--- src/rtl/gte_seq_pkg.sv ---
// Shared definitions for the GTE microcode sequencer: widths, opcodes, command field
// positions, sequencer state and the opcode -> microcode start address table.
package gte_seq_pkg;

  localparam int unsigned SEQ_PC_W  = 9;
  localparam int unsigned SEQ_CMD_W = 25;
  localparam int unsigned OP_W      = 6;

  // Command word field positions
  localparam int unsigned CMD_SF_BIT = 19;
  localparam int unsigned CMD_MX_LSB = 17;
  localparam int unsigned CMD_V_LSB  = 15;
  localparam int unsigned CMD_CV_LSB = 13;
  localparam int unsigned CMD_LM_BIT = 10;
  localparam int unsigned CMD_OP_LSB = 0;

  localparam logic [OP_W-1:0] RTPS  = 6'h01;
  localparam logic [OP_W-1:0] NCLIP = 6'h06;
  localparam logic [OP_W-1:0] OP    = 6'h0C;
  localparam logic [OP_W-1:0] DPCS  = 6'h10;
  localparam logic [OP_W-1:0] INTPL = 6'h11;
  localparam logic [OP_W-1:0] MVMVA = 6'h12;
  localparam logic [OP_W-1:0] NCDS  = 6'h13;
  localparam logic [OP_W-1:0] CDP   = 6'h14;
  localparam logic [OP_W-1:0] NCDT  = 6'h16;
  localparam logic [OP_W-1:0] NCCS  = 6'h1B;
  localparam logic [OP_W-1:0] CC    = 6'h1C;
  localparam logic [OP_W-1:0] NCS   = 6'h1E;
  localparam logic [OP_W-1:0] NCT   = 6'h20;
  localparam logic [OP_W-1:0] SQR   = 6'h28;
  localparam logic [OP_W-1:0] DCPL  = 6'h29;
  localparam logic [OP_W-1:0] DPCT  = 6'h2A;
  localparam logic [OP_W-1:0] AVSZ3 = 6'h2D;
  localparam logic [OP_W-1:0] AVSZ4 = 6'h2E;
  localparam logic [OP_W-1:0] RTPT  = 6'h30;
  localparam logic [OP_W-1:0] GPF   = 6'h3D;
  localparam logic [OP_W-1:0] GPL   = 6'h3E;
  localparam logic [OP_W-1:0] NCCT  = 6'h3F;

  typedef enum logic [0:0] {
    ST_IDLE = 1'b0,
    ST_RUN  = 1'b1
  } seq_state_e;

  typedef struct packed {
    logic       sf;
    logic [1:0] mx;
    logic [1:0] v;
    logic [1:0] cv;
    logic       lm;
  } cmd_fields_t;

  // Start addresses match the microcode image layout; entry 0 is the NOP.
  function automatic logic [SEQ_PC_W-1:0] START_PC(input logic [OP_W-1:0] op);
    logic [SEQ_PC_W-1:0] pc;
    case (op)
      RTPS:    pc = 9'd8;
      NCLIP:   pc = 9'd16;
      OP:      pc = 9'd24;
      DPCS:    pc = 9'd32;
      INTPL:   pc = 9'd40;
      MVMVA:   pc = 9'd48;
      NCDS:    pc = 9'd64;
      CDP:     pc = 9'd80;
      NCDT:    pc = 9'd96;
      NCCS:    pc = 9'd128;
      CC:      pc = 9'd144;
      NCS:     pc = 9'd160;
      NCT:     pc = 9'd176;
      SQR:     pc = 9'd200;
      DCPL:    pc = 9'd208;
      DPCT:    pc = 9'd216;
      AVSZ3:   pc = 9'd232;
      AVSZ4:   pc = 9'd240;
      RTPT:    pc = 9'd256;
      GPF:     pc = 9'd288;
      GPL:     pc = 9'd304;
      NCCT:    pc = 9'd320;
      default: pc = 9'd0;
    endcase
    return pc;
  endfunction

endpackage

--- src/rtl/gte_cmd_decode.sv ---
// Combinational COP2 command decode: opcode -> microcode start address, plus
// extraction of the modifier fields handed to the datapath.
module gte_cmd_decode
  import gte_seq_pkg::*;
#(
  parameter int unsigned PC_W  = SEQ_PC_W,
  parameter int unsigned CMD_W = SEQ_CMD_W
) (
  input  logic [CMD_W-1:0] i_cmd,
  output logic [PC_W-1:0]  o_start_pc_c,
  output cmd_fields_t      o_fields_c
);

  logic [OP_W-1:0] w_op;
  logic            w_unused;

  // Bits of the command word that carry nothing for the sequencer
  assign w_unused = ^{i_cmd[CMD_W-1:CMD_SF_BIT+1], i_cmd[CMD_CV_LSB-1:CMD_LM_BIT+1],
                      i_cmd[CMD_LM_BIT-1:CMD_OP_LSB+OP_W]};

  always_comb begin
    w_op          = i_cmd[CMD_OP_LSB +: OP_W];
    o_start_pc_c  = PC_W'(START_PC(w_op));
    o_fields_c.sf = i_cmd[CMD_SF_BIT];
    o_fields_c.mx = i_cmd[CMD_MX_LSB +: 2];
    o_fields_c.v  = i_cmd[CMD_V_LSB +: 2];
    o_fields_c.cv = i_cmd[CMD_CV_LSB +: 2];
    o_fields_c.lm = i_cmd[CMD_LM_BIT];
  end

endmodule

--- src/rtl/gte_microcode_sequencer.sv ---
// GTE microcode sequencer: starts a command at its microcode entry, steps the ROM PC each
// unstalled cycle until the ROM flags the last entry, and holds the command modifiers.
module gte_microcode_sequencer
  import gte_seq_pkg::*;
#(
  parameter int unsigned PC_W  = SEQ_PC_W,
  parameter int unsigned CMD_W = SEQ_CMD_W
) (
  input  logic             i_clk,
  input  logic             i_rst,
  input  logic             i_start,
  input  logic [CMD_W-1:0] i_cmd,
  input  logic             i_stall,
  input  logic             i_lastInstr,
  output logic [PC_W-1:0]  o_PC,
  output logic             o_isNewInstr,
  output logic             o_busy,
  output logic             o_done,
  output logic             o_error,
  output logic             o_sf,
  output logic             o_lm,
  output logic [1:0]       o_mx,
  output logic [1:0]       o_v,
  output logic [1:0]       o_cv
);

  localparam logic [PC_W-1:0] PC_LAST = '1;

  seq_state_e      r_state, w_state_nxt;
  logic [PC_W-1:0] r_pc, w_pc_nxt, w_start_pc;
  logic            r_new, w_new_nxt;
  logic            r_busy, w_busy_nxt;
  logic            r_done, w_done_nxt;
  logic            r_error, w_error_nxt;
  cmd_fields_t     r_fld, w_fld_nxt, w_dec_fld;

  gte_cmd_decode #(
    .PC_W  (PC_W),
    .CMD_W (CMD_W)
  ) u_cmd_decode (
    .i_cmd        (i_cmd),
    .o_start_pc_c (w_start_pc),
    .o_fields_c   (w_dec_fld)
  );

  always_ff @(posedge i_clk) begin
    if (i_rst) begin
      r_state <= ST_IDLE;
      r_pc    <= '0;
      r_new   <= 1'b0;
      r_busy  <= 1'b0;
      r_done  <= 1'b0;
      r_error <= 1'b0;
      r_fld   <= '0;
    end else begin
      r_state <= w_state_nxt;
      r_pc    <= w_pc_nxt;
      r_new   <= w_new_nxt;
      r_busy  <= w_busy_nxt;
      r_done  <= w_done_nxt;
      r_error <= w_error_nxt;
      r_fld   <= w_fld_nxt;
    end
  end

  always_comb begin
    w_state_nxt = r_state;
    w_pc_nxt    = r_pc;
    w_new_nxt   = r_new;
    w_busy_nxt  = r_busy;
    w_done_nxt  = 1'b0;
    w_error_nxt = r_error;
    w_fld_nxt   = r_fld;
    case (r_state)
      ST_IDLE: begin
        w_pc_nxt = '0;
        if (i_start) begin
          w_fld_nxt   = w_dec_fld;
          w_pc_nxt    = w_start_pc;
          w_new_nxt   = 1'b1;
          w_busy_nxt  = 1'b1;
          w_error_nxt = 1'b0;
          w_state_nxt = ST_RUN;
        end
      end
      ST_RUN: begin
        // A stall freezes the step, so lastInstr for the held entry is not yet acted on
        if (!i_stall) begin
          if (i_lastInstr) begin
            w_pc_nxt    = '0;
            w_new_nxt   = 1'b0;
            w_busy_nxt  = 1'b0;
            w_done_nxt  = 1'b1;
            w_state_nxt = ST_IDLE;
          end else if (r_pc == PC_LAST) begin
            w_pc_nxt    = '0;
            w_new_nxt   = 1'b0;
            w_busy_nxt  = 1'b0;
            w_error_nxt = 1'b1;
            w_state_nxt = ST_IDLE;
          end else begin
            w_pc_nxt  = r_pc + PC_W'(1);
            w_new_nxt = 1'b0;
          end
        end
      end
      default: begin
        w_pc_nxt    = '0;
        w_busy_nxt  = 1'b0;
        w_state_nxt = ST_IDLE;
      end
    endcase
  end

  assign o_PC         = r_pc;
  assign o_isNewInstr = r_new;
  assign o_busy       = r_busy;
  assign o_done       = r_done;
  assign o_error      = r_error;
  assign o_sf         = r_fld.sf;
  assign o_lm         = r_fld.lm;
  assign o_mx         = r_fld.mx;
  assign o_v          = r_fld.v;
  assign o_cv         = r_fld.cv;

endmodule
--- config.mk ---
export PLATFORM = sky130hd
export DESIGN_NAME = gte_microcode_sequencer
export DESIGN_NICKNAME = d
export VERILOG_FILES = /design/src/rtl/gte_seq_pkg.sv /design/src/rtl/gte_cmd_decode.sv /design/src/rtl/gte_microcode_sequencer.sv
export SDC_FILE = /design/constraint.sdc
export NUM_CORES = 1
export LEC_CHECK = 0
export BUFFER_PORTS_ARGS = -buffer_cell sky130_fd_sc_hd__buf_2
export CORE_MARGIN = 2
export CORE_UTILIZATION = 39
export CTS_CLUSTER_SIZE = 40
export DETAILED_ROUTE_END_ITERATION = 8
export PLACE_DENSITY = 0.62
export SLEW_MARGIN = 5
export SYNTH_ARGS = -nofsm -noshare
export SYNTH_HDL_FRONTEND = slang
export SYNTH_HIERARCHICAL = 1
export SYNTH_SLANG_ARGS = --single-unit
--- constraint.sdc ---
create_clock -name i_clk -period 6.34 [get_ports i_clk]
set_input_delay 0.317 -clock i_clk [delete_from_list [all_inputs] [get_ports i_clk]]
set_output_delay 0.317 -clock i_clk [all_outputs]
set_load 0.02 [all_outputs]
* Yosys cells after proc, flatten, opt, wreduce, memory -nomap -nowiden *
Memories as Yosys holds them, arrays and structs flattened.
Cells that the tools add are included.

storage, ports and cells
  register bits = 22
  latch bits = 0
  bits in writable memories = 0
  bits in read-only memories = 384
  output and inout port bits = 21
  word-level logic and storage cells = 48
  memories kept = 1

operators by class
  add/sub/neg operators = 1
  $mul = 0
  div/mod/pow operators = 0
  magnitude comparators = 0
  equal/unequal tests = 6
  shifts and indexed selects = 0
  muxes and demuxes = 23
  bitwise gates (word level) = 1
  reductions and logical operators = 5

memory list
  memory            words  bits a word  rd ports  clocked after memory_dff  write ports  RTL line           RTL
  (name not given)  64     6            1         0                         0            gte_seq_pkg.sv:56  case (op)

operator list
  operator             number
  $mux 9               4
  $pmux 9 s2           1
  $mux 1               14
  $add 9x1->9 const B  1
  $eq 9x9->1 const B   1
  $pmux 1 s2           4
  $ne 2x2->1 const B   3
  $reduce_and 2->1     2
  $reduce_and 4->1     1
  $ne 3x2->1 const B   1
  $reduce_and 3->1     1
  $reduce_or 3->1      1
  $ne 2x1->1 const B   1
  $not 1->1            1

* Longest topological paths before layout *
Gate-level depths: netlist of the first run.

  word-level depth = 5
  depth in mapped cells = 9
  mapped depth without buffers = 8

* By module *
Netlist of the first run, hierarchy kept.

modules (own cells, without submodules)
  module                   instances  cells each  area each (µm²)  sequential area each (µm²)
  gte_microcode_sequencer  1          122         997.2            440.4
  gte_cmd_decode           1          64          504.2            0.0

* Worst setup path before layout of the first run *
Ideal clock, no wire load.

  path kind = reg-to-reg
  from = register r_pc[0], in the netlist o_PC[0]
  to = register r_pc[7], in the netlist o_PC[7]
  data arrival time = 2,211 ps
  data required time = 6,257 ps
  slack = 4,046 ps
  stages on the path, launching flop included = 9
  buffers on the path = 1
  period minus slack after synthesis = 2,294 ps
  cells stage by stage = dfxtp_1 ha_1 and3_1 and3_1 ha_1 or3b_1 buf_6 or4_1 o221ai_1

between the ends
  cells in the longest elaborated chain, start to end = 5
  elaborated cells on any way between the ends = 6
  those cells by class = add/sub (1); eq/ne (1); mux (4)

RTL lines
  what                                              RTL line                                                       RTL
  start: declaration                                gte_microcode_sequencer.sv:30                                  logic [PC_W-1:0] r_pc, w_pc_nxt, w_start_pc;
  start signal: assignment                          gte_microcode_sequencer.sv:57                                  r_pc <= w_pc_nxt;
  $add 9x1->9 / $eq 9x9->1 (equally long branches)  gte_microcode_sequencer.sv:102, gte_microcode_sequencer.sv:95
  $mux 9 (*)                                        gte_microcode_sequencer.sv:95                                  end else if (r_pc == PC_LAST) begin
  $mux 9 (*)                                        gte_microcode_sequencer.sv:89                                  if (i_lastInstr) begin
  $mux 9 (*)                                        gte_microcode_sequencer.sv:88                                  if (!i_stall) begin
  $pmux 9 s2 (*)                                    gte_microcode_sequencer.sv:74                                  case (r_state)

Mark *: on every way between the ends. The rest lies on a longest branch, timed or not. The select of a mux whose other input is x is not followed.
A chain may end at the register's enable or synchronous reset.

* Final worst setup path of the first run *
Same ends and word-level chain as after synthesis.

==> impl_metrics.json, run 1 <==
{
  "outcome": "finished, final reports clean",
  "cts-root-buf": "clkbuf_8",
  "finalCritPeriodShare_pct": 37.6,
  "min_period_ns": 2.38,
  "cp.required_ns": 6.53,
  "hpwl_mm": 2.25,
  "drive_gt1_share_pct": 23.6,
  "drc": 0,
  "yosys.area_share.simple_pct": 26.1,
  "clock_sinks": 22,
  "core_um2": 3690,
  "antenna_found_initial": 0,
  "multi_input_area_um2": 877,
  "die_area_um2": 4360,
  "clkTransAtPathRegs_ns": 0.08,
  "dr.pass1.iters": 4,
  "clock-skew-final_ns": 0.00291,
  "ios": 51,
  "setup_viol": 0,
  "synth-edff-count": 0,
  "slew_violations": 0,
  "synthMuxAreaShare_pct": 2.75,
  "worst_ir_drop_vdd_v": 0.000152,
  "cts_buffers": 3,
  "fin_area_um2": 1670,
  "synth_top_area_share_pct": 29.3,
  "worstMarginPinSlew_ns": 0.738,
  "yosysMostFrequentCell": "nand2_1",
  "synth.largest_area_cell": "dfxtp_1",
  "wl_mm": 3.17,
  "antenna_left": 0,
  "htree_levels": 1,
  "vias": 1365,
  "regArea_um2": 440,
  "std_cell_rows": 22,
  "ys_seq_area_share_pct": 29.3,
  "clock_latency_ns": 0.26,
  "postPlaceCellArea_um2": 1600,
  "cts_buffer_depth": 2,
  "synth_xor_area_share_pct": 0,
  "synthFlopType": "dfxtp_1",
  "die_w_um": 66.0,
  "synthTopCellsByArea": "dfxtp_1 29%, ha_1 7.5%, nand2_1 5.8%, a21oi_1 5.7%, buf_4 5.5%",
  "drt_iter0_drc": 68,
  "grt_pass1_vias": 1161,
  "cts_resized": 0,
  "grtUsageTotal_pct": 15.3,
  "cts_tree": "yes",
  "die_height_um": 66.0,
  "avgSynthCellArea_um2": 8.07,
  "diodes": 0,
  "grt_pass1_wl_mm": 5.36,
  "crit_arrival_ns": 2.57,
  "pre_cts_ws_ns": 3.99,
  "syn_to_final_growth_pct": 11.2,
  "relSlewSlack_pct": 50.7,
  "post-route-util_pct": 45.3,
  "synth_top_family_by_area": "simple AND/OR/NAND/NOR gates",
  "syn-cell-area_um2": 1500,
  "worstSetupEndpointType": "flop",
  "gp_congestion": 0.785,
  "critPathLaunchType": "flop",
  "ys_async_sr_fraction_pct": 0,
  "grt.overflow.total": 0,
  "fin_tns_setup_ns": 0,
  "synth_compound_area_share_pct": 21.3,
  "wl_per_cell_um": 12.4,
  "critical_path.max_fanout": 10,
  "synth_common_cells": "23 x nand2_1, 22 x dfxtp_1, 17 x a21oi_1",
  "whs_ns": 0.282,
  "yosys_register_bits": 22,
  "synthCells": 186,
  "initial_core_util_pct": 40.7,
  "hold_viol": 0,
  "vias_per_cell": 5.33,
  "fmax_ghz": 0.420,
  "synth_fa_ha_area_share_pct": 7.50,
  "grt_max_degree": 26,
  "setup.worst_path.class": "flop to flop",
  "power_density_nw_per_um2": 211,
  "rsz0062_at_grt": "no",
  "leakage_nw": 0.731,
  "synth_cell_types": 50,
  "final.setup.worst_slack_ns": 3.96,
  "maxCapViolCount": 0,
  "portBuffers": 39,
  "worstHoldPathType": "input pin to flop",
  "ctsHoldBuffers": 0,
  "fill_cells": 383,
  "cts_setup_buffers": 0,
  "nets": 248,
  "yosysWarningCount": 6
}
==> layout make-up <==
class / count / share of cell area, %
clock inverters: 1 / 1.80
well taps: 48 / 3.60
clock buffers: 3 / 2.47
inverters: 5 / 1.12
multi-input cells: 137 / 52.5
flip-flops and latches: 22 / 26.4
repair buffers: 40 / 12.1
==> sequential cells by signal, summed over array words and instances, names as in the netlist <==
| name | flops |
|---|---|
| o_error | 1 |
| o_v | 2 |
| o_mx | 2 |
| o_busy | 1 |
| o_isNewInstr | 1 |
| o_PC | 9 |
| o_sf | 1 |
| o_lm | 1 |
| o_done | 1 |
| r_state | 1 |
| o_cv | 2 |
==> worst paths after layout <==
path              from      end  slack, ns  cells past startpoint
max            o_PC[0]  o_PC[7]       3.96                      7
min          i_cmd[10]     o_lm       0.28                      3
max reg2reg    o_PC[0]  o_PC[7]       3.96                      7
min reg2reg       o_lm     o_lm       0.46                      2
==> layout by cell type, fill, tap and decap left out, drive strengths merged, types with 2 or more instances in the layout <==
cell    instances
buf            40
nand2          23
dfxtp          22
a21oi          17
nor2           13
ha              9
nor3            8
o21ai           7
a31oi           5
inv             5
and3            4
nand3           4
nand2b          3
a22oi           3
a32o            3
clkbuf          3
mux2i           3
conb            3
nor4b           3
and2            2
or3b            2
a211oi          2
o311ai          2
nor3b           2
==> worst max-delay path, cell delays in order, from the launching register on <==
cell and delay [ns]:
dfxtp_1 0.36, ha_1 0.26, and3_1 0.19, and3_1 0.18
ha_1 0.19, or3b_1 0.52, or4_1 0.44, o221ai_1 0.17
==> routing by layer <==
layer / vias up / share of wire (%) / track usage (%)
li1: 700 / - / -
met1: 627 / 52 / 22.7
met2: 36 / 42 / 23.1
met3: 2 / 5.8 / 4.09
met4: 0 / 0.19 / 0.765
met5: - / 0 / 0
==> stage by stage <==
step / power [mW] / cells
2_1_floorplan: 0.210 / 188
3_3_place_gp: 0.224 / 252
3_5_place_dp: 0.225 / 252
4_1_cts: 0.356 / 256
5_1_grt: 0.370 / 256
6_report: 0.352 / 256
==> report_power, final <==
| part | switching (mW) | internal [mW] |
|---|---|---|
| sequential | 0.00633 | 0.146 |
| combinational | 0.0425 | 0.0269 |
| clock | 0.0467 | 0.0843 |
==> kinds of logic after synthesis <==
kind of cell    Yosys count
fa+ha+maj                 9
simple gates             72
flops                    22
other cells               1
compound gates           49
mux                       4
buf+inv                  29
No activity file was read; power rests on OpenSTA's default activity.
==> inputs of run 2 (changes only) <==
==> constraint.sdc (replaced) <==
create_clock -name i_clk -period 2.3 [get_ports i_clk]
set_input_delay 0.115 -clock i_clk [delete_from_list [all_inputs] [get_ports i_clk]]
set_output_delay 0.115 -clock i_clk [all_outputs]
set_load 0.02 [all_outputs]
==> run 2 against run 1 <==
Die area stayed put. Setup slack got worse by 3.9 ns. Core utilization rose by 1.9 points. Largest cell class unchanged. Highest routed layer unchanged.
==> impl_metrics.json, run 2 (synthesis gave the netlist of run 1 again) <==
{
  "cp.required_ns": 2.48,
  "grtUsageTotal_pct": 14.9,
  "antenna_found_initial": 0,
  "fin_tns_setup_ns": 0,
  "clkTransAtPathRegs_ns": 0.08,
  "regArea_um2": 440,
  "nets": 256,
  "worst_ir_drop_vdd_v": 0.000677,
  "setup.worst_path.class": "flop to flop",
  "vias": 1374,
  "rsz0062_at_grt": "no",
  "leakage_nw": 0.775,
  "cts_setup_buffers": 0,
  "p_seq_share_pct": 42.6,
  "maxCapViolCount": 0,
  "grt_pass1_wl_mm": 5.24,
  "clock_latency_ns": 0.26,
  "outcome": "finished, final reports clean",
  "grtUsageMet2_pct": 23.9,
  "cts-root-buf": "clkbuf_8",
  "drive_gt1_share_pct": 27.3,
  "largest_reg_flops": 9,
  "die_height_um": 66.0,
  "postPlaceCellArea_um2": 1660,
  "drt_iter0_drc": 62,
  "die_w_um": 66.0,
  "met1_usage_pct": 21.3,
  "vias_per_cell": 5.20,
  "p_int_mw": 0.716,
  "clock-skew-final_ns": 0.00179,
  "gp_congestion": 0.762,
  "fmax_ghz": 0.454,
  "cts_buffer_depth": 2,
  "syn_to_final_growth_pct": 15.8,
  "std_cell_rows": 22,
  "final_cell_mix": "39 x buf_2, 23 x nand2_1, 22 x dfxtp_1, 17 x a21oi_1, 13 x nor2_1",
  "finalCritPeriodShare_pct": 95.7,
  "setup_viol": 0,
  "critPathLaunchType": "flop",
  "fill_cells": 390,
  "initial_core_util_pct": 40.7,
  "grt_pass1_vias": 1175,
  "switching_power_mw": 0.259,
  "cts_tree": "yes",
  "dr.pass1.iters": 4,
  "die_area_um2": 4360,
  "min_period_ns": 2.20,
  "core_um2": 3690,
  "htree_levels": 1,
  "hold_viol": 0,
  "final_common_cell": "buf_2",
  "power_density_nw_per_um2": 561,
  "antenna_left": 0,
  "clock_sinks": 22,
  "clkPwrFrac_pct": 36.2,
  "swShare_pct": 26.6,
  "portBuffers": 39,
  "worstSetupEndpointType": "flop",
  "slew_violations": 0,
  "diodes": 0,
  "grt.busiest_layer": "met2",
  "fin_area_um2": 1740,
  "worstHoldPathType": "input pin to flop",
  "critical_path.max_fanout": 5,
  "use_met3_pct": 3.58,
  "cts_buffers": 3,
  "hpwl_mm": 2.32,
  "grt_max_degree": 26,
  "drc": 0,
  "multi_input_area_um2": 886,
  "p_comb_share_pct": 21.2,
  "wl_mm": 3.27,
  "ios": 51,
  "crit_arrival_ns": 2.38,
  "grt.overflow.total": 0,
  "wl_per_cell_um": 12.4
}
-- run 2: worst paths after layout --
path / to / startpoint / cells past startpoint / slack [ns]
hold reg to reg: o_sf / o_sf / 2 / 0.45
hold / removal: o_lm / i_cmd[10] / 3 / 0.09
setup / recovery: o_PC[7] / o_PC[5] / 7 / 0.1
setup reg to reg: o_PC[7] / o_PC[5] / 7 / 0.1
-- run 2: layer usage --
layer	share of wire, %	vias to the layer above
met5	0	-
met1	51	627
met2	44	32
li1	-	713
met3	4.5	2
met4	0.18	0
-- run 2: power groups by stage --
| stage | clock network (mW) | logic, mW | registers, mW |
|---|---|---|---|
| final | 0.353 | 0.207 | 0.415 |
| after global routing | 0.379 | 0.229 | 0.419 |
| after CTS | 0.365 | 0.206 | 0.416 |
| after detailed placement | 0 | 0.204 | 0.425 |
| after global placement | 0 | 0.204 | 0.424 |
| after floorplan | 0 | 0.132 | 0.447 |
-- run 2: area by class of cell --
cell class                 count  share of cell area (%)
clock inverter                 1                    1.73
multi-input combinational    137                    50.9
sequential                    22                    25.3
clock buffer                   3                    2.37
tap                           48                    3.45
timing repair buffer          48                    15.1
inverter                       5                    1.08
-- run 2: repair_timing --
| action | CTS | global route |
|---|---|---|
| hold buffers | 0 | 0 |
| resized for setup | 0 | 2 |
| endpoints found under the setup margin | 0 | 3 |
-- run 2: critical path, cell delays in order (launching register included) --
cell and delay (ns):
dfxtp_1 0.32, and3_1 0.20, and3_1 0.20, and3_1 0.19, ha_1 0.21, or3b_4 0.41
or4_1 0.40, o221ai_1 0.19
-- run 2: metrics by stage --
step | setup slack (ns) | power [mW] | hold slack (ns) | utilization (%) | instances
6_report | 0.0978 | 0.976 | 0.0854 | 47.2 | 264
4_1_cts | 0.0444 | 0.987 | 0.0776 | 46.9 | 264
5_1_grt | 0.00771 | 1.03 | 0.0751 | 47.2 | 264
3_5_place_dp | 0.0701 | 0.629 | 0.362 | 45.0 | 260
3_3_place_gp | 0.117 | 0.628 | 0.358 | 45.0 | 260
2_1_floorplan | 0.00609 | 0.579 | 0.191 | - | 188
==> inputs of run 3 (changes only) <==
--- a/config.mk
+++ b/config.mk
@@ -10,9 +10,8 @@
 export CORE_UTILIZATION = 39
 export CTS_CLUSTER_SIZE = 40
 export DETAILED_ROUTE_END_ITERATION = 8
-export PLACE_DENSITY = 0.62
+export PLACE_DENSITY = 0.63
 export SLEW_MARGIN = 5
 export SYNTH_ARGS = -nofsm -noshare
 export SYNTH_HDL_FRONTEND = slang
-export SYNTH_HIERARCHICAL = 1
 export SYNTH_SLANG_ARGS = --single-unit
==> run 3 against run 2 <==
Hold slack got worse by 0.066 ns. Total power down 8.2%. Routed wire length is 4.5% higher. Sequential power is essentially flat. Setup slack worse by 0.041 ns. Largest power group unchanged. Highest routed layer unchanged.
==> impl_metrics.json, run 3 <==
{
  "fmax_ghz": 0.446,
  "maxCapViolCount": 0,
  "p_int_mw": 0.645,
  "syn-num-nets": 209,
  "crit_arrival_ns": 2.49,
  "reg2reg_from": "o_PC[5]",
  "finalCritPeriodShare_pct": 97.5,
  "switching_power_mw": 0.250,
  "hold_viol": 0,
  "syn_to_final_growth_pct": 26.6,
  "worst_ir_drop_vdd_v": 0.000238,
  "antenna_left": 0,
  "avgSynthCellArea_um2": 7.75,
  "power_density_nw_per_um2": 534,
  "p_comb_share_pct": 20.0,
  "synth_top_family_by_area": "simple AND/OR/NAND/NOR gates",
  "setup.worst_path.start": "o_PC[5]",
  "rsz0062_at_grt": "no",
  "swShare_pct": 27.9,
  "worstHoldStart": "i_cmd[19]",
  "final_common_cell": "buf_2",
  "rr_endpoint": "o_PC[3]",
  "diodes": 0,
  "initial_core_util_pct": 40.0,
  "nets": 251,
  "std_cell_rows": 21,
  "critPathLaunchType": "flop",
  "wl_per_cell_um": 13.2,
  "cts-root-buf": "clkbuf_4",
  "synth.largest_area_cell": "dfxtp_1",
  "worstSetupEndpointType": "flop",
  "synth_xor_area_share_pct": 0,
  "clock_latency_ns": 0.31,
  "antenna_found_initial": 0,
  "synth_fa_ha_area_share_pct": 7.55,
  "ios": 51,
  "worstMarginPinSlew_ns": 0.600,
  "reg2reg_depth": 6,
  "leakage_nw": 0.755,
  "clkTransAtPathRegs_ns": 0.14,
  "drive_gt1_share_pct": 28.8,
  "synthTopCellsByArea": "dfxtp_1 33%, ha_1 7.6%, a21oi_1 6.4%, nand2_1 6.2%, nor2_1 4.2%",
  "cts_tree": "yes",
  "critical_path.max_fanout": 8,
  "vias_per_cell": 5.47,
  "worstHoldPathType": "input pin to flop",
  "synthFlopType": "dfxtp_1",
  "wl_mm": 3.42,
  "portBuffers": 39,
  "die_w_um": 62.3,
  "dp.cells": 252,
  "synthCells": 171,
  "grt_pass1_wl_mm": 5.71,
  "reg2reg_slack_ns": 0.06,
  "synthMuxAreaShare_pct": 3.12,
  "hold-path-endpoint": "o_sf",
  "drc": 0,
  "vias": 1412,
  "relSlewSlack_pct": 59.9,
  "ctsHoldBuffers": 0,
  "drt_iter0_drc": 110,
  "yosys_register_bits": 22,
  "synth_top_area_share_pct": 33.2,
  "slew_violations": 0,
  "fin_tns_setup_ns": 0,
  "htree_levels": 1,
  "die_area_um2": 3880,
  "synth_common_cells": "22 x dfxtp_1, 22 x nand2_1, 17 x a21oi_1",
  "setup.worst_path.class": "flop to flop",
  "fill_cells": 342,
  "synth-edff-count": 0,
  "clkPwrFrac_pct": 33.9,
  "grtUsageTotal_pct": 17.6,
  "dr.pass1.iters": 6,
  "yosysWarningCount": 0,
  "ys_async_sr_fraction_pct": 0,
  "grt_pass1_vias": 1259,
  "grt.overflow.total": 0,
  "synth_cell_types": 41,
  "whs_path_depth": 3,
  "grt_max_degree": 25,
  "largest_reg_flops": 9,
  "cts_buffer_depth": 2,
  "gp_congestion": 0.899,
  "clock_sinks": 22,
  "whs_ns": 0.0189,
  "yosys.area_share.simple_pct": 29.0,
  "final_cells": 258,
  "syn-cell-area_um2": 1330,
  "die_height_um": 62.3,
  "cts_buffers": 3,
  "hpwl_mm": 2.48,
  "p_seq_share_pct": 46.1,
  "outcome": "finished, final reports clean",
  "min_period_ns": 2.24,
  "synth_compound_area_share_pct": 21.9,
  "ys_seq_area_share_pct": 33.2,
  "setup_viol": 0,
  "core_um2": 3310,
  "post-route-util_pct": 50.7,
  "final_cell_mix": "39 x buf_2, 22 x nand2_1, 21 x dfxtp_1, 17 x a21oi_1, 15 x nor2_1",
  "clock-skew-final_ns": 0.00458,
  "cp.required_ns": 2.54
}
## run 3: power by group through the flow
stage | Combinational [mW] | Sequential (mW) | Clock [mW]
finish | 0.179 | 0.413 | 0.304
global route | 0.199 | 0.415 | 0.321
CTS | 0.174 | 0.412 | 0.306
detailed placement | 0.173 | 0.420 | 0
global placement | 0.169 | 0.419 | 0
floorplan | 0.0965 | 0.439 | 0
## run 3: layer usage
layer  track usage [%]  part of all wire, %
met1              24.4                   45
met2              28.5                   47
met3              2.72                  5.8
met4              5.00                  1.7
met5                 0                    0
## run 3: worst max-delay path, cell delays in order (launching register included)
cell and delay, ns:
dfxtp_2 0.36, and4_4 0.21, and4_1 0.22, ha_1 0.20, or3b_4 0.45, or4_4 0.57, a31oi_4 0.18
## run 3: how the worst max path moves through the flow
stage	slack (ns)	endpoint
floorplan	0.14	o_PC[3]
global placement	0.15	o_PC[3]
detailed placement	0.08	o_PC[3]
CTS	0.01	o_PC[3]
global route	0.03	o_PC[3]
finish	0.06	o_PC[3]
## run 3: cells by family after synthesis
group	count (synthesis)
AOI/OAI and AO/OA	46
buffers and inverters	17
adders and majority gates	8
and+or+nand+nor	74
muxes	4
DFF	22
## run 3: stage by stage
step | power [mW] | cell area [um^2] | setup WS [ns]
floorplan | 0.535 | 1330 | 0.139
global placement | 0.588 | 1590 | 0.147
detailed placement | 0.594 | 1590 | 0.0841
CTS | 0.892 | 1640 | 0.0108
global route | 0.936 | 1680 | 0.0327
finish | 0.896 | 1680 | 0.0566
## run 3: layout make-up
cell class                      instances  area [um^2]  area share [%]
Clock inverter                          1         30.0            1.79
Multi-Input combinational cell        132          837            49.9
Timing Repair Buffer                   49          270            16.1
Sequential cell                        22          442            26.3
Inverter                                5         18.8            1.12
Clock buffer                            3         22.5            1.34
Tap cell                               46         57.6            3.43
## run 3: timing repair
item / CTS / global route
resized for setup: 0 / 7
pin swaps: 1 / 3
endpoints found under the setup margin: 1 / 1
gates cloned: 0 / 0
setup buffers: 0 / 2
